==> config.mk <==
export PLATFORM = sky130hd
export DESIGN_NAME = pc_sequencer
export DESIGN_NICKNAME = d
export VERILOG_FILES = /design/src/rtl/pc_pkg.sv /design/src/rtl/pc_target_calc.sv /design/src/rtl/pc_sequencer.sv
export SDC_FILE = /design/constraint.sdc
export NUM_CORES = 1
export LEC_CHECK = 0
export ABC_AREA = 1
export CORE_MARGIN = 8
export CORE_UTILIZATION = 55
export CTS_BUF_LIST = sky130_fd_sc_hd__clkbuf_4 sky130_fd_sc_hd__clkbuf_8
export CTS_CLUSTER_SIZE = 14
export DETAILED_ROUTE_END_ITERATION = 10
export PLACE_DENSITY = 0.95
export SLEW_MARGIN = 20
export SYNTH_ARGS = -nofsm -noshare
export SYNTH_HDL_FRONTEND = slang
export SYNTH_SLANG_ARGS = --single-unit
export TNS_END_PERCENT = 100
==> constraint.sdc <==
create_clock -name clk -period 4.35 [get_ports clk]
set_clock_uncertainty 0.15 [all_clocks]
set_input_delay 0.6525 -clock clk [delete_from_list [all_inputs] [get_ports clk]]
set_output_delay 0.6525 -clock clk [all_outputs]
set_load 0.05 [all_outputs]
==> src/rtl/pc_pkg.sv <==
`default_nettype none
// ============================================================================
// Module      : pc_pkg
// Description : Shared types, constants and helpers for the PC sequencer.
// Revision    : 1.0 - initial release
// ============================================================================
package pc_pkg;

    typedef enum logic [1:0] {
        PC_RUN  = 2'd0,
        PC_SLOT = 2'd1,
        PC_HALT = 2'd2
    } pc_state_t;

    // Bytes per instruction for sequential fetch.
    localparam int unsigned c_PC_STEP  = 4;
    // Widest address the helpers below support.
    localparam int unsigned c_PC_MAX_W = 64;

    function automatic logic [c_PC_MAX_W-1:0] sext16(input logic [15:0] v);
        return {{(c_PC_MAX_W-16){v[15]}}, v};
    endfunction

endpackage
`default_nettype wire

==> src/rtl/pc_target_calc.sv <==
`default_nettype none
// ============================================================================
// Module      : pc_target_calc
// Description : Combinational redirect select and target computation.
// Revision    : 1.0 - initial release
// ============================================================================
module pc_target_calc
    import pc_pkg::*;
#(
    parameter int          ADDR_W = 32,
    parameter int unsigned STEP   = c_PC_STEP
) (
    input  logic [ADDR_W-1:0] pc,
    input  logic              jr_en,
    input  logic [ADDR_W-1:0] jr_target,
    input  logic              j_en,
    input  logic [25:0]       j_index,
    input  logic              br_en,
    input  logic              br_taken,
    input  logic [15:0]       br_offset,
    output logic              redirect,
    output logic [ADDR_W-1:0] target
);

    logic [ADDR_W-1:0] w_seq;
    logic [ADDR_W-1:0] w_br_off;
    logic [ADDR_W-1:0] w_br_target;
    logic [ADDR_W-1:0] w_j_target;

    // J and branch targets are both relative to the delay-slot address.
    assign w_seq       = pc + ADDR_W'(STEP);
    assign w_br_off    = ADDR_W'(sext16(br_offset) << 2);
    assign w_br_target = w_seq + w_br_off;

    generate
        if (ADDR_W > 28) begin : g_j_wide
            assign w_j_target = {w_seq[ADDR_W-1:28], j_index, 2'b00};
        end else begin : g_j_narrow
            assign w_j_target = {j_index, 2'b00};
        end
    endgenerate

    always_comb begin
        redirect = 1'b0;
        target   = '0;
        if (jr_en) begin
            redirect = 1'b1;
            target   = jr_target;
        end else if (j_en) begin
            redirect = 1'b1;
            target   = w_j_target;
        end else if (br_en && br_taken) begin
            redirect = 1'b1;
            target   = w_br_target;
        end
    end

endmodule
`default_nettype wire

==> src/rtl/pc_sequencer.sv <==
`default_nettype none
// ============================================================================
// Module      : pc_sequencer
// Description : Fetch-PC sequencer with one branch-delay slot, stall, halt
//               detection and sticky misaligned-target error.
// Revision    : 1.0 - initial release
// ============================================================================
module pc_sequencer
    import pc_pkg::*;
#(
    parameter int          ADDR_W    = 32,
    parameter logic [31:0] RESET_VEC = 32'hBFC0_0000,
    parameter logic [31:0] HALT_ADDR = 32'h0000_0000,
    parameter int unsigned STEP      = c_PC_STEP
) (
    input  logic              clk,
    input  logic              reset,
    input  logic              stall,
    input  logic              jr_en,
    input  logic [ADDR_W-1:0] jr_target,
    input  logic              j_en,
    input  logic [25:0]       j_index,
    input  logic              br_en,
    input  logic              br_taken,
    input  logic [15:0]       br_offset,
    output logic [ADDR_W-1:0] pc_out,
    output logic [ADDR_W-1:0] pc_plus8,
    output logic              in_slot,
    output logic              halted,
    output logic              addr_err
);

    localparam logic [ADDR_W-1:0] c_RESET_PC = ADDR_W'(RESET_VEC);
    localparam logic [ADDR_W-1:0] c_HALT_PC  = ADDR_W'(HALT_ADDR);

    pc_state_t         r_state;
    logic [ADDR_W-1:0] r_pc;
    logic [ADDR_W-1:0] r_target;
    logic              r_in_slot;
    logic              r_halted;
    logic              r_addr_err;

    logic              w_redirect;
    logic [ADDR_W-1:0] w_target;

    pc_target_calc #(
        .ADDR_W (ADDR_W),
        .STEP   (STEP)
    ) u_target_calc (
        .pc        (r_pc),
        .jr_en     (jr_en),
        .jr_target (jr_target),
        .j_en      (j_en),
        .j_index   (j_index),
        .br_en     (br_en),
        .br_taken  (br_taken),
        .br_offset (br_offset),
        .redirect  (w_redirect),
        .target    (w_target)
    );

    always_ff @(posedge clk) begin
        if (reset) begin
            r_state    <= PC_RUN;
            r_pc       <= c_RESET_PC;
            r_target   <= '0;
            r_in_slot  <= 1'b0;
            r_halted   <= 1'b0;
            r_addr_err <= 1'b0;
        end else if (!stall) begin
            case (r_state)
                PC_RUN: begin
                    r_pc <= r_pc + ADDR_W'(STEP);
                    if (w_redirect) begin
                        // Misaligned targets are flagged but still followed, word-aligned.
                        r_target  <= {w_target[ADDR_W-1:2], 2'b00};
                        r_in_slot <= 1'b1;
                        r_state   <= PC_SLOT;
                        if (w_target[1:0] != 2'b00) begin
                            r_addr_err <= 1'b1;
                        end
                    end
                end
                PC_SLOT: begin
                    r_pc      <= r_target;
                    r_in_slot <= 1'b0;
                    if (r_target == c_HALT_PC) begin
                        r_state  <= PC_HALT;
                        r_halted <= 1'b1;
                    end else begin
                        r_state <= PC_RUN;
                    end
                end
                PC_HALT: begin
                    r_halted <= 1'b1;
                end
                default: begin
                    r_state <= PC_RUN;
                end
            endcase
        end
    end

    assign pc_out   = r_pc;
    assign pc_plus8 = r_pc + ADDR_W'(2 * STEP);
    assign in_slot  = r_in_slot;
    assign halted   = r_halted;
    assign addr_err = r_addr_err;

endmodule
`default_nettype wire
Yosys cells after proc, flatten, opt, wreduce, memory -nomap -nowiden. Cells that the tools add are included.

Output and inout bits: 67. Logic and storage cells: 41. RAM bits: 0. Flip-flop bits (word level): 67. Memories: 0. Input port bits: 81. Latch bits: 0. Bits in read-only memories: 0.

Reduce and logical (&&, ||, !) cells: 12. Add/subtract/negate cells: 3. Shifts and indexed selects: 0. Multipliers: 0. Multiplexer cells: 14. $lt $le $gt $ge: 0. Equality and inequality tests: 4. Divide/modulo/power cells: 0. Bitwise gates (word level): 2.

Operator list (number): $mux W32 (3); $pmux W32 S2 (1); $add A32 B3 Y32 const B (1); $add A32 B32 Y32 (1); $add A32 B4 Y32 const B (1); $logic_not A32 Y1 (1); $reduce_and A3 Y1 (4); $pmux W2 S3 (1); $reduce_bool A2 Y1 (3); $mux W1 (5); $mux W2 (2); $pmux W1 S2 (2); $reduce_and A4 Y1 (1); $eq A2 B1 Y1 const B (1); $eq A2 B2 Y1 const B (1); $logic_not A2 Y1 (1); $ne A2 B1 Y1 const B (1); $ne A2 B2 Y1 const B (1); $not A1 Y1 (2); $reduce_and A2 Y1 (1); $logic_and A1 B1 Y1 (1).

Longest topological paths before layout. Gate-level depths: netlist of the first run.

Word-level depth: 7. Mapped depth: 25. Depth with buffers taken out: 25.

Modules after synthesis. Synthesis of the first run repeated with hierarchy kept, for this count alone.

Cell total of the unflattened synthesis: 1290. Area total of the unflattened synthesis: 7430.9 um^2.

By module, submodules not included: pc_sequencer (times used 1, area each 3912.5 um^2, sequential area each 1301.2 um^2, cells each 598); pc_target_calc (times used 1, area each 3518.4 um^2, sequential area each 0.0 um^2, cells each 692).

Least setup slack after synthesis of the first run. No wires, ideal clock.

Kind: register -> register. From: register r_pc[4] (netlist: pc_out[4]). To: register r_target[22]. Arrival: 3.688 ns. Library setup time: 0.070 ns. Cell stages (with the launch flop): 21. Required time: 4.130 ns. Clock period less this slack: 3.908 ns. Path slack: 0.442 ns. Cell sequence: dfxtp_1 -> ha_1 -> inv_1 -> nor2_4 -> nand2_2 -> nor2_2 -> xor2_1 -> mux2i_1 -> inv_1 -> ha_1 -> a21oi_1 -> inv_1 -> nand2_1 -> nand3_1 -> inv_1 -> nand3_1 -> nand2_1 -> nand2_1 -> o21ai_0 -> nand2_1 -> a21oi_1.

Longest elaborated chain between the ends: 5.

Ends and longest elaborated chain: from (decl) (RTL line pc_sequencer.sv:37) `logic [ADDR_W-1:0] r_pc;`; from (signal assigned) (RTL line pc_sequencer.sv:65) `r_pc <= c_RESET_PC;`; from (signal assigned) (RTL line pc_sequencer.sv:73) `r_pc <= r_pc + ADDR_W'(STEP);`; from (signal assigned) (RTL line pc_sequencer.sv:85) `r_pc <= r_target;`; $add A32 B3 Y32 (RTL line pc_target_calc.sv:31) `assign w_seq = pc + ADDR_W'(STEP);`; $add A32 B32 Y32 (RTL line pc_target_calc.sv:33) `assign w_br_target = w_seq + w_br_off;`; $mux W32 (RTL line pc_target_calc.sv:52) `end else if (br_en && br_taken) begin`; $mux W32 (RTL line pc_target_calc.sv:49) `end else if (j_en) begin`; $mux W32 (RTL line pc_target_calc.sv:46) `if (jr_en) begin`; to (signal assigned) (RTL line pc_sequencer.sv:76) `r_target <= {w_target[ADDR_W-1:2], 2'b00};`; to (decl) (RTL line pc_sequencer.sv:38) `logic [ADDR_W-1:0] r_target;`.

Every way passes these cells. A chain may end at the register's enable or synchronous reset.

Worst setup path in the final report of the first run.
From: register r_pc[6] (netlist: pc_out[6]). To: register r_target[23].

The elaborated chain is that of the path after synthesis.

==> summary.md, run 1 <==
| Metric | Value |
|---|---|
| Average via count per standard cell | 5.79 |
| Layout net count | ~1,400 |
| Global-route usage over all layers | 0.327 |
| Latest clock arrival within the worst-skew pair | 0.37 ns |
| Top FF cell, synth | sky130_fd_sc_hd__dfxtp_1 |
| Clock-pin slew of the registers on the worst-case setup and hold paths | approximately 0.080 ns |
| Pin count of the biggest net entering global routing | 45 |
| Aggregate negative setup slack | 0 ns |
| Root buf cell | sky130_fd_sc_hd__clkbuf_8 |
| Number of antenna-violating nets in the routed design | 0 |
| Sequence of cells on the critical path | nand2_1 -> nor2_2 -> nand2_2 -> inv_1 -> nand2_1 -> xnor2_1 -> ha_1 -> nand2_1 -> inv_1 -> nand2_1 -> nand2_1 -> a21oi_1 -> nand2_1 -> nand3_1 -> nand2_1 -> nand2_1 -> nand3_1 -> nand2_1 -> nand2_1 -> a21oi_1 |
| Pins over their slew limit | 0 |
| Final WL | around 27,000 um |
| DP Wirelength | roughly 22,000 um |
| Slew at the pin with the worst max-slew slack | just over 0.9 ns |
| Number of cells on the worst reg-to-reg path | 20 |
| Post-cts repair resize count | 0 |
| Vias after detailed routing | around 8,200 |
| Critical R2R Capture | r_target[23] |
| Total clock sinks | 65 |
| Number of DRC markers in iteration 0 | approximately 1,200 |
| Final worst-path cycle share | 0.884 |
| Unrepaired setup endpoints after global routing | no |
| Worst setup path endpoint | r_target[23] |
| Full die area | roughly 16,000 um2 |
| Placement row count | 40 |
| Setup slack of the most critical reg-to-reg path | between 0.5 and 0.6 ns |
| Post-CTS setup buffer count | 0 |
| Average cell area after synthesis | 5.78 um2 |
| Element type at the critical path end | register |
| Number of global-route vias before repair | 7,379 |
| Post-synth EDFFs | 0 |
| Average wire per standard cell | between 15 and 20 um |
| Result of the run | finished, final reports clean |
| Top-level port count | approximately 150 |
| First-pass DRT Iterations | 6 |
| Antenna fix cells | 0 |
| Cells after synthesis | between 1,000 and 1,500 |
| Delay-heaviest family, CP | simple AND/OR/NAND/NOR gates |
| Setup crit start | pc_out[6] |
| Final setup violation count | 0 |
| Sum of internal, switching and leakage power | around 2400 uW |
| Core Region | around 12,000 um2 |
| Number of maximum-capacitance constraint violations | 0 |
| Critical Path Stages | 20 |
| Synthesis-to-finish area growth | 26.6% |
| Critical Path Fanout Max | 7 |
| Maximum vdd ir drop | 0.000305 V |
| DRC violation count after routing | 0 |
| Placer's final routability congestion estimate | between 0.9 and 1 |
| Quantity of I/O buffers inserted on ports | 143 |
| FF-to-FF Start | pc_out[6] |
| Leakage power | around 0.0039 uW |
| Antenna violations before repair | 0 |
| Total of flip-flops plus latches after synthesis | 65 |
| Critical-path top delay cell | sky130_fd_sc_hd__dfxtp_1 |
| Yosys Warn Count | 0 |
| Cell area power density | slightly below 300 nW/um2 |
| Sequential share of the synthesized area | 0.198 |
| Die height | between 100 and 150 um |
| Total number of H-tree levels | 3 |
| Critical path arrival | ~4.0 ns |
| CTS max path bufs | 2 |
| Wire length of the first global-routing pass | between 40,000 and 50,000 um |
| FFs w/ async S/R, synth | 0 |
| Shortest clock period the worst path allows after layout | around 3.8 ns |
| Most used standard cell by instance count after synthesis | sky130_fd_sc_hd__nand2_1 |
| Worst hold-check path type | reg2reg |
| Crit path buffers/inverters | 2 |
| Highest clock rate | 260 MHz |
| Worst Setup Path Type | reg2reg |
| Dominant cell type by area after synthesis | sky130_fd_sc_hd__dfxtp_1 |
| Post-synth top cells | sky130_fd_sc_hd__nand2_1 (327), sky130_fd_sc_hd__inv_1 (139), sky130_fd_sc_hd__nor2_1 (125) |
| Initial standard-cell utilization of the core | 0.555 |
| Cell Area, Synth | 6580 um2 |
| Kind of start point of the critical path | register |
| Final number of hold-violating endpoints | 0 |
| Relative slew slack | 0.384 |
| Share of the synthesized area in the top cell type | 0.198 |
| Cts-stage hold buffer count | 0 |
| Most numerous cell on the critical path | sky130_fd_sc_hd__nand2_1 |
| Number of unique standard cell types used by synthesis | 42 |
| Crit path required time | roughly 4.5 ns |
| Synth top area cells | sky130_fd_sc_hd__dfxtp_1 (20%), sky130_fd_sc_hd__nand2_1 (19%), sky130_fd_sc_hd__a21oi_1 (8.4%) |
| Number of buffers added by the clock tree synthesis step | 9 |
| Die span in x | around 130 um |
| Clock tree from TritonCTS | built |
| Peak per-stage delay on the critical path | between 0.5 and 0.6 ns |
| Share of layout cells above drive strength 1 | 0.0434 |
| Congestion Overflow GR | 0 |
## report_power, final
part	leakage, uW	total (uW)	internal [uW]	switching [uW]
logic	0.00321	1100	377	724
registers	0.000535	726	648	77.7
clock network	0.000119	616	347	269
## per-layer routing
| layer | global-route usage | up-vias | part of all wire |
|---|---|---|---|
| li1 | - | 3922 | - |
| met1 | 0.431 | 3658 | 0.41 |
| met2 | 0.515 | 542 | 0.44 |
| met3 | 0.0680 | 72 | 0.11 |
| met4 | 0.122 | 0 | 0.038 |
| met5 | 0 | - | 0 |
## stage by stage
step	cells	hold WS [ns]	cell area [um2]	utilization	setup slack, ns
floorplan	1141	0.304	6590	-	0.442
global placement	1399	0.286	8100	0.683	0.650
detailed placement	1399	0.292	8100	0.683	0.639
CTS	1415	0.305	8330	0.702	0.555
global route	1415	0.316	8330	0.702	0.359
finish	1415	0.300	8330	0.702	0.503
## layout make-up
| cell class | instances | area [um2] |
|---|---|---|
| Clock buffer | 10 | 138 |
| Clock inverter | 6 | 97.6 |
| Fill cell | 1072 | 3530 |
| Inverter | 141 | 529 |
| Multi-Input combinational cell | 892 | 4570 |
| Sequential cell | 65 | 1300 |
| Tap cell | 147 | 184 |
| Timing Repair Buffer | 154 | 1510 |
## state kept, by name (all words and copies together) (netlist names)
| name | count |
|---|---|
| r_state | 2 |
| r_target | 30 |
| halted | 1 |
| pc_out | 30 |
| in_slot | 1 |
| addr_err | 1 |
## logic make-up (layout without fill, tap and decap cells)
group	after synthesis	after routing	share of synthesized area
AOI/OAI and AO/OA	229	229	0.186
xor gates and xnor gates	53	53	0.0705
adders and majority gates	36	36	0.0696
buffers and inverters	184	311	0.111
DFF	65	65	0.198
muxes	2	2	0.00304
other	1	4	0.000570
and+or+nand+nor	568	568	0.362
## worst min path at each step
stage / endpoint / from / cells after the start
after global routing: halted / halted / 2
after detailed placement: halted / halted / 2
after floorplan: r_target[29] / r_target[29] / 2
after global placement: addr_err / addr_err / 2
final: halted / halted / 2
after CTS: halted / halted / 2
## cell usage in the layout (no fill, tap or decap), types with 4 or more instances in the layout
master / netlist / final
sky130_fd_sc_hd__clkdlybuf4s50_1: 0 / 143
sky130_fd_sc_hd__ha_1: 35 / 35
sky130_fd_sc_hd__a21oi_1: 111 / 111
sky130_fd_sc_hd__nor2_2: 5 / 7
sky130_fd_sc_hd__o221ai_1: 4 / 4
sky130_fd_sc_hd__nor2_4: 4 / 4
sky130_fd_sc_hd__buf_4: 6 / 11
sky130_fd_sc_hd__xnor2_1: 15 / 15
sky130_fd_sc_hd__nor3_1: 15 / 15
sky130_fd_sc_hd__nor2_1: 125 / 123
sky130_fd_sc_hd__clkbuf_8: 0 / 10
sky130_fd_sc_hd__o21ai_1: 5 / 5
sky130_fd_sc_hd__or2_2: 8 / 8
sky130_fd_sc_hd__nand2_1: 327 / 327
sky130_fd_sc_hd__nand4_1: 9 / 9
sky130_fd_sc_hd__dfxtp_1: 65 / 65
sky130_fd_sc_hd__conb_1: 1 / 4
sky130_fd_sc_hd__o21bai_1: 5 / 5
sky130_fd_sc_hd__inv_1: 139 / 139
sky130_fd_sc_hd__xor2_1: 38 / 38
sky130_fd_sc_hd__nor4_1: 9 / 9
sky130_fd_sc_hd__o21ai_0: 76 / 76
sky130_fd_sc_hd__o211ai_1: 7 / 7
sky130_fd_sc_hd__o22ai_1: 13 / 13
sky130_fd_sc_hd__nand3_1: 55 / 55
## worst register-to-register path, cell delays in order, from the launching register on
cell	delay, ns
sky130_fd_sc_hd__dfxtp_1	0.54
sky130_fd_sc_hd__nand2_1	0.18
sky130_fd_sc_hd__nor2_2	0.28
sky130_fd_sc_hd__nand2_2	0.15
sky130_fd_sc_hd__inv_1	0.10
sky130_fd_sc_hd__nand2_1	0.08
sky130_fd_sc_hd__xnor2_1	0.40
sky130_fd_sc_hd__ha_1	0.39
sky130_fd_sc_hd__nand2_1	0.18
sky130_fd_sc_hd__inv_1	0.05
sky130_fd_sc_hd__nand2_1	0.06
sky130_fd_sc_hd__nand2_1	0.11
sky130_fd_sc_hd__a21oi_1	0.13
sky130_fd_sc_hd__nand2_1	0.17
sky130_fd_sc_hd__nand3_1	0.14
sky130_fd_sc_hd__nand2_1	0.06
sky130_fd_sc_hd__nand2_1	0.05
sky130_fd_sc_hd__nand3_1	0.20
sky130_fd_sc_hd__nand2_1	0.18
sky130_fd_sc_hd__nand2_1	0.07
sky130_fd_sc_hd__a21oi_1	0.11
No activity file was read; power rests on OpenSTA's default activity.
==> run 2, diff against run 1 <==
ABC_AREA = unset   (was 1)
==> summary.md, run 2 <==
| Metric | Value |
|---|---|
| Yosys Warn Count | 0 (unchanged) |
| Latest clock arrival within the worst-skew pair | 0.38 ns (about the same) |
| Post-synth top cells | sky130_fd_sc_hd__nand2_1 (79), sky130_fd_sc_hd__nor2_1 (73), sky130_fd_sc_hd__a21oi_1 (71) |
| Die span in x | 123 um (-2.1%) |
| Root buf cell | sky130_fd_sc_hd__clkbuf_8 |
| Top-level port count | 148 (unchanged) |
| Aggregate negative setup slack | 0 ns (unchanged) |
| Number of antenna-violating nets in the routed design | 0 (unchanged) |
| Share of layout cells above drive strength 1 | 0.0901 (+0.0468) |
| FFs w/ async S/R, synth | 0 (unchanged) |
| Number of unique standard cell types used by synthesis | 80 (+90%) |
| DRC violation count after routing | 0 (unchanged) |
| Quantity of I/O buffers inserted on ports | 143 (unchanged) |
| Cell-internal power | 1370 uW (-0.35%) |
| Relative slew slack | 0.337 (-0.0474) |
| Final WL | 23,600 um (-12%) |
| Commonest non-fill, non-tap cell in the layout | sky130_fd_sc_hd__clkdlybuf4s50_1 |
| Worst hold-check path type | reg2reg |
| Vias after detailed routing | 7,096 (-13%) |
| Setup ws final | 0.251 ns (-0.252 ns) |
| Post-CTS setup buffer count | 0 (unchanged) |
| Final setup violation count | 0 (unchanged) |
| Final worst-path cycle share | 0.942 (+0.0580) |
| Share of the synthesized area in the top cell type | 0.208 (+0.00995) |
| DP Wirelength | 17,800 um (-19%) |
| Leakage power | 0.00312 uW (-19%) |
| Core Region | 11,300 um2 (-5.0%) |
| Sequence of cells on the critical path | nand3_2 -> nor4_4 -> nand3_2 -> xnor2_1 -> ha_1 -> and3_1 -> o2111ai_1 -> a31oi_1 -> nor2_1 -> o31ai_1 -> a22oi_1 -> mux2i_1 -> o31ai_2 |
| Sequential share of the synthesized area | 0.208 (+0.00995) |
| Average wire per standard cell | 21.5 um (+13%) |
| Number of global-route vias before repair | 6,850 (-7.2%) |
| Synthesis-to-finish area growth | 27.4% |
| Crit path buffers/inverters | 0 (-2) |
| Full die area | 15,100 um2 (-4.2%) |
| Top FF cell, synth | sky130_fd_sc_hd__dfxtp_1 |
| Highest clock rate | 244 MHz (-6.2%) |
| First-pass DRT Iterations | 5 (-1) |
| Maximum vdd ir drop | 0.000310 V (+1.5%) |
| Antenna violations before repair | 0 (unchanged) |
| Number of buffers added by the clock tree synthesis step | 9 (unchanged) |
| Number of DRC markers in iteration 0 | 1,026 (-13%) |
| Shortest clock period the worst path allows after layout | 4.10 ns (+0.252 ns) |
| Most used cells in the layout excluding fill and tap cells | sky130_fd_sc_hd__clkdlybuf4s50_1 (142), sky130_fd_sc_hd__nand2_1 (79), sky130_fd_sc_hd__nor2_1 (73) |
| Clock tree from TritonCTS | built |
| Worst setup timing slack at the placement stage | 0.213 ns (-0.426 ns) |
| Average via count per standard cell | 6.47 (+12%) |
| Congestion Overflow GR | 0 (unchanged) |
| Unrepaired setup endpoints after global routing | no |
| Clock-pin slew of the registers on the worst-case setup and hold paths | 0.09 ns (about the same) |
| Total of flip-flops plus latches after synthesis | 65 (unchanged) |
| Slew at the pin with the worst max-slew slack | 0.991 ns (+0.0684 ns) |
| Element type at the critical path end | register |
| Antenna fix cells | 0 (unchanged) |
| Cells after synthesis | 829 (-27%) |
| Switching Fraction | 0.388 (-0.0502) |
| Delay-heaviest family, CP | compound AO/OA/AOI/OAI gates |
| Wire length of the first global-routing pass | 36,900 um (-9.9%) |
| Die height | 123 um (-2.1%) |
| Kind of start point of the critical path | register |
| Final number of hold-violating endpoints | 0 (unchanged) |
| Layout net count | 1,067 (-23%) |
| Critical path arrival | 4.19 ns (+0.19 ns) |
| Fraction of power consumed by combinational cells | 0.387 (-0.064) |
| Worst Setup Path Type | reg2reg |
| Result of the run | finished, final reports clean |
| Synth top area cells | sky130_fd_sc_hd__dfxtp_1 (21%), sky130_fd_sc_hd__ha_1 (7.0%), sky130_fd_sc_hd__a21oi_1 (5.7%) |
| Placer's final routability congestion estimate | 1.03 (+5.5%) |
| Critical Path Fanout Max | 8 (+1) |
| Critical-path top delay cell | sky130_fd_sc_hd__dfxtp_1 |
| Pin count of the biggest net entering global routing | 58 (+29%) |
| Peak per-stage delay on the critical path | 0.53 ns (about the same) |
| Portion of total power attributed to the clock network | 0.295 (+0.043) |
| Pins over their slew limit | 0 (unchanged) |
| Post-synth EDFFs | 0 (unchanged) |
| CTS max path bufs | 2 (unchanged) |
| Total number of H-tree levels | 3 (unchanged) |
| Number of maximum-capacitance constraint violations | 0 (unchanged) |
| Cell Area, Synth | 6270 um2 (-4.8%) |
| Placement row count | 39 (-2.5%) |
| Setup slack of the most critical reg-to-reg path | 0.25 ns (-0.25 ns) |
| Most used standard cell by instance count after synthesis | sky130_fd_sc_hd__nand2_1 |
| Total clock sinks | 65 (unchanged) |
| Sequential share of power | 0.318 (+0.021) |
| Crit path required time | 4.44 ns (-0.06 ns) |
| Cell area power density | 280 nW/um2 (-4.5%) |
| Cts-stage hold buffer count | 0 (unchanged) |
| Dominant cell type by area after synthesis | sky130_fd_sc_hd__dfxtp_1 |
| Switching power | 867 uW (-19%) |
| Global-route usage over all layers | 0.313 (-0.0146) |
| Initial standard-cell utilization of the core | 0.556 (+0.00104) |
| Most numerous cell on the critical path | sky130_fd_sc_hd__nand3_2 |
| Average cell area after synthesis | 7.56 um2 (+31%) |
-- run 2: path summary, 6_finish.rpt --
kind | to | startpoint | depth (start not counted)
max | r_target[28] | pc_out[11] | 13
min | addr_err | addr_err | 2
max reg2reg | r_target[28] | pc_out[11] | 13
min reg2reg | addr_err | addr_err | 2
-- run 2: repair_timing --
item	in CTS	in global routing
hold endpoints to repair	0	0
setup endpoints to repair	0	4
gates resized for setup	0	6
-- run 2: cell families (layout without fill, tap and decap cells) --
| kind of cell | Yosys count | count (layout) | share of synthesized area |
|---|---|---|---|
| other | 1 | 4 | 0.000598 |
| XOR/XNOR | 73 | 73 | 0.108 |
| flip-flops | 65 | 65 | 0.208 |
| multiplexers | 12 | 12 | 0.0194 |
| buffers and inverters | 95 | 217 | 0.0811 |
| AO/OA/AOI/OAI | 241 | 241 | 0.255 |
| AND/OR/NAND/NOR | 306 | 306 | 0.255 |
| adder cells (fa/ha/maj) | 36 | 36 | 0.0731 |
-- run 2: power groups by stage --
| stage | clock, uW | combinational [uW] | sequential (uW) |
|---|---|---|---|
| 2_1_floorplan | 0 | 515 | 758 |
| 3_3_place_gp | 0 | 834 | 719 |
| 3_5_place_dp | 0 | 843 | 721 |
| 4_1_cts | 660 | 848 | 707 |
| 5_1_grt | 683 | 921 | 715 |
| 6_report | 659 | 864 | 712 |
-- run 2: area by class of cell --
| type | count | area, um2 |
|---|---|---|
| multi-input cells | 672 | 4490 |
| flip-flops and latches | 65 | 1300 |
| fillers | 907 | 3290 |
| inverters | 25 | 93.8 |
| clock inverters | 6 | 116 |
| clock buffers | 9 | 124 |
| well taps | 143 | 179 |
| repair buffers | 177 | 1680 |
-- run 2: per-stage QoR --
step	cells	hold slack, ns	utilization	area (um2)	total power, uW
finish	1097	0.311	0.708	7980	2230
global route	1097	0.353	0.708	7980	2320
CTS	1097	0.317	0.707	7960	2220
detailed placement	1082	0.306	0.685	7720	1560
global placement	1082	0.287	0.685	7720	1550
floorplan	832	0.294	-	6280	1270
-- run 2: worst register-to-register path, stage by stage, from the launching register on --
cell                        delay (ns)
sky130_fd_sc_hd__dfxtp_1          0.53
sky130_fd_sc_hd__nand3_2          0.23
sky130_fd_sc_hd__nor4_4           0.36
sky130_fd_sc_hd__nand3_2          0.22
sky130_fd_sc_hd__xnor2_1          0.49
sky130_fd_sc_hd__ha_1             0.23
sky130_fd_sc_hd__and3_1           0.20
sky130_fd_sc_hd__o2111ai_1        0.11
sky130_fd_sc_hd__a31oi_1          0.35
sky130_fd_sc_hd__nor2_1           0.14
sky130_fd_sc_hd__o31ai_1          0.44
sky130_fd_sc_hd__a22oi_1          0.19
sky130_fd_sc_hd__mux2i_1          0.23
sky130_fd_sc_hd__o31ai_2          0.09
-- run 2: layer usage --
layer	up-vias	GRT usage	wire, um
met1	3281	0.380	9110
met3	94	0.0791	2400
met2	471	0.500	10800
met4	0	0.165	1270
met5	-	0	0
li1	3250	-	-
==> run 3, diff against run 2 <==
CORE_MARGIN = 5   (was 8)
==> summary.md, run 3 (synthesis results as in run 2) <==
| Metric | Value |
|---|---|
| Leakage power | 0.00313 uW (+0.36%) |
| Share of layout cells above drive strength 1 | 0.105 (+0.0150) |
| Final number of hold-violating endpoints | 0 (unchanged) |
| DRC violation count after routing | 0 (unchanged) |
| Slew at the pin with the worst max-slew slack | 1.03 ns (+0.0427 ns) |
| Number of antenna-violating nets in the routed design | 0 (unchanged) |
| Number of buffers added by the clock tree synthesis step | 9 (unchanged) |
| Hold Crit Depth | 2 (unchanged) |
| Maximum vdd ir drop | 0.000226 V (-27%) |
| FF-to-FF Start | pc_out[3] |
| Critical R2R Capture | r_target[31] |
| Worst Hold Endpoint | addr_err |
| Vias after detailed routing | 7,228 (+1.9%) |
| Average wire per standard cell | 21.1 um (-1.8%) |
| Worst hold-check path type | reg2reg |
| Worst Setup Path Type | reg2reg |
| Most used cells in the layout excluding fill and tap cells | sky130_fd_sc_hd__clkdlybuf4s50_1 (141), sky130_fd_sc_hd__nand2_1 (79), sky130_fd_sc_hd__nor2_1 (72) |
| Delay-heaviest family, CP | compound AO/OA/AOI/OAI gates |
| Final Cell Area | 8040 um2 (+0.66%) |
| Result of the run | finished, final reports clean |
| Sequence of cells on the critical path | ha_1 -> nand2_1 -> or3_1 -> nor2_4 -> and3_4 -> xor2_2 -> ha_1 -> a211o_1 -> a31o_2 -> a31oi_1 -> o22ai_1 -> nor3_1 -> xnor2_1 -> a21oi_1 -> o41ai_2 |
| Clock-pin slew of the registers on the worst-case setup and hold paths | 0.08 ns (about the same) |
| Shortest clock period the worst path allows after layout | 4.13 ns (+0.0310 ns) |
| Wire length of the first global-routing pass | 36,300 um (-1.8%) |
| Root buf cell | sky130_fd_sc_hd__clkbuf_8 |
| Number of maximum-capacitance constraint violations | 0 (unchanged) |
| CTS max path bufs | 2 (unchanged) |
| Core Region | 11,300 um2 (unchanged) |
| Clock tree from TritonCTS | built |
| Die span in x | 117 um (-4.9%) |
| Quantity of I/O buffers inserted on ports | 143 (unchanged) |
| Start point of the worst hold path | addr_err |
| Latest clock arrival within the worst-skew pair | 0.37 ns (about the same) |
| DP Wirelength | 17,500 um (-1.8%) |
| Final worst-path cycle share | 0.950 (+0.00713) |
| Post-DP Area | 7770 um2 (+0.62%) |
| Placer's final routability congestion estimate | 1.02 (-1.1%) |
| Average via count per standard cell | 6.55 (+1.2%) |
| Cell area power density | 265 nW/um2 (-5.3%) |
| Element type at the critical path end | register |
| Initial standard-cell utilization of the core | 0.556 (unchanged) |
| Global-route usage over all layers | 0.343 (+0.0302) |
| Critical-path top delay cell | sky130_fd_sc_hd__or3_1 |
| Kind of start point of the critical path | register |
| Die height | 117 um (-4.9%) |
| Cts-stage hold buffer count | 0 (unchanged) |
| Antenna violations before repair | 0 (unchanged) |
| Total clock sinks | 65 (unchanged) |
| Total number of H-tree levels | 3 (unchanged) |
| Unrepaired setup endpoints after global routing | no |
| Synthesis-to-finish area growth | 28.2% |
| Final setup violation count | 0 (unchanged) |
| Critical path arrival | 4.24 ns (+0.05 ns) |
| Critical Path Fanout Max | 6 (-2) |
| Full die area | 13,600 um2 (-9.5%) |
| Placement row count | 39 (unchanged) |
| Pins over their slew limit | 0 (unchanged) |
| Number of DRC markers in iteration 0 | 942 (-8.2%) |
| Peak per-stage delay on the critical path | 0.48 ns (-0.05 ns) |
| Top-level port count | 148 (unchanged) |
| Antenna fix cells | 0 (unchanged) |
| Number of global-route vias before repair | 6,764 (-1.3%) |
| Setup slack of the most critical reg-to-reg path | 0.22 ns (-0.03 ns) |
| Congestion Overflow GR | 0 (unchanged) |
| Pin count of the biggest net entering global routing | 69 (+19%) |
| Number of cells on the worst reg-to-reg path | 15 (+2) |
| Layout net count | 1,074 (+0.66%) |
| First-pass DRT Iterations | 9 (+4) |
| Relative slew slack | 0.308 (-0.0285) |
| Crit path buffers/inverters | 0 (unchanged) |
| Final WL | 23,300 um (-1.1%) |
| Commonest non-fill, non-tap cell in the layout | sky130_fd_sc_hd__clkdlybuf4s50_1 |
| Most numerous cell on the critical path | sky130_fd_sc_hd__ha_1 |
| Crit path required time | 4.46 ns (+0.02 ns) |
| Highest clock rate | 242 MHz (-0.75%) |
| Aggregate negative setup slack | 0 ns (unchanged) |
[run 3: final cells by class]
cell class	instances	area [um2]
clock buffers	10	138
clock inverters	5	56.3
fillers	895	3240
inverters	25	93.8
multi-input cells	672	4530
flip-flops and latches	65	1300
well taps	143	179
repair buffers	184	1740
[run 3: report_power, final]
| part | total [uW] | switching (uW) | internal, uW |
|---|---|---|---|
| Sequential | 706 | 63.8 | 642 |
| Combinational | 883 | 530 | 353 |
| Clock | 541 | 265 | 276 |
[run 3: metal layers]
layer	track usage	part of all wire	wire length, um	vias up
met2	0.558	0.46	10700	482
met5	0	0	0	-
li1	-	-	-	3277
met1	0.433	0.38	8970	3353
met3	0.0622	0.095	2220	116
met4	0.178	0.063	1470	0
[run 3: repair_timing]
action | 4_1_cts | 5_1_grt
endpoints found under the setup margin | 1 | 11
resized for setup | 1 | 15
buffers inserted | 0 | 1
pin swaps | 0 | 4
[run 3: worst max-delay path by stage]
| stage | startpoint | end | slack, ns | cells past startpoint |
|---|---|---|---|---|
| floorplan | pc_out[4] | r_target[30] | 0.21 | 15 |
| global placement | pc_out[3] | r_target[24] | 0.17 | 15 |
| detailed placement | pc_out[3] | r_target[24] | 0.09 | 15 |
| CTS | pc_out[3] | r_target[24] | 0.06 | 15 |
| global route | pc_out[3] | r_target[31] | 0.002 | 15 |
| finish | pc_out[3] | r_target[31] | 0.22 | 15 |
[run 3: worst min-delay path: stages (launching register included)]
cell and delay [ns]:
sky130_fd_sc_hd__dfxtp_1 0.32, sky130_fd_sc_hd__inv_1 0.05, sky130_fd_sc_hd__a21oi_1 0.05
[run 3: metrics by stage]
step	hold slack, ns	power (uW)	worst slack (ns)	utilization	std cells
6_report	0.309	2130	0.219	0.713	1104
5_1_grt	0.332	2220	0.00201	0.713	1104
4_1_cts	0.306	2100	0.0597	0.707	1103
3_5_place_dp	0.294	1570	0.0876	0.689	1088
3_3_place_gp	0.288	1560	0.171	0.689	1088
2_1_floorplan	0.294	1270	0.212	-	832
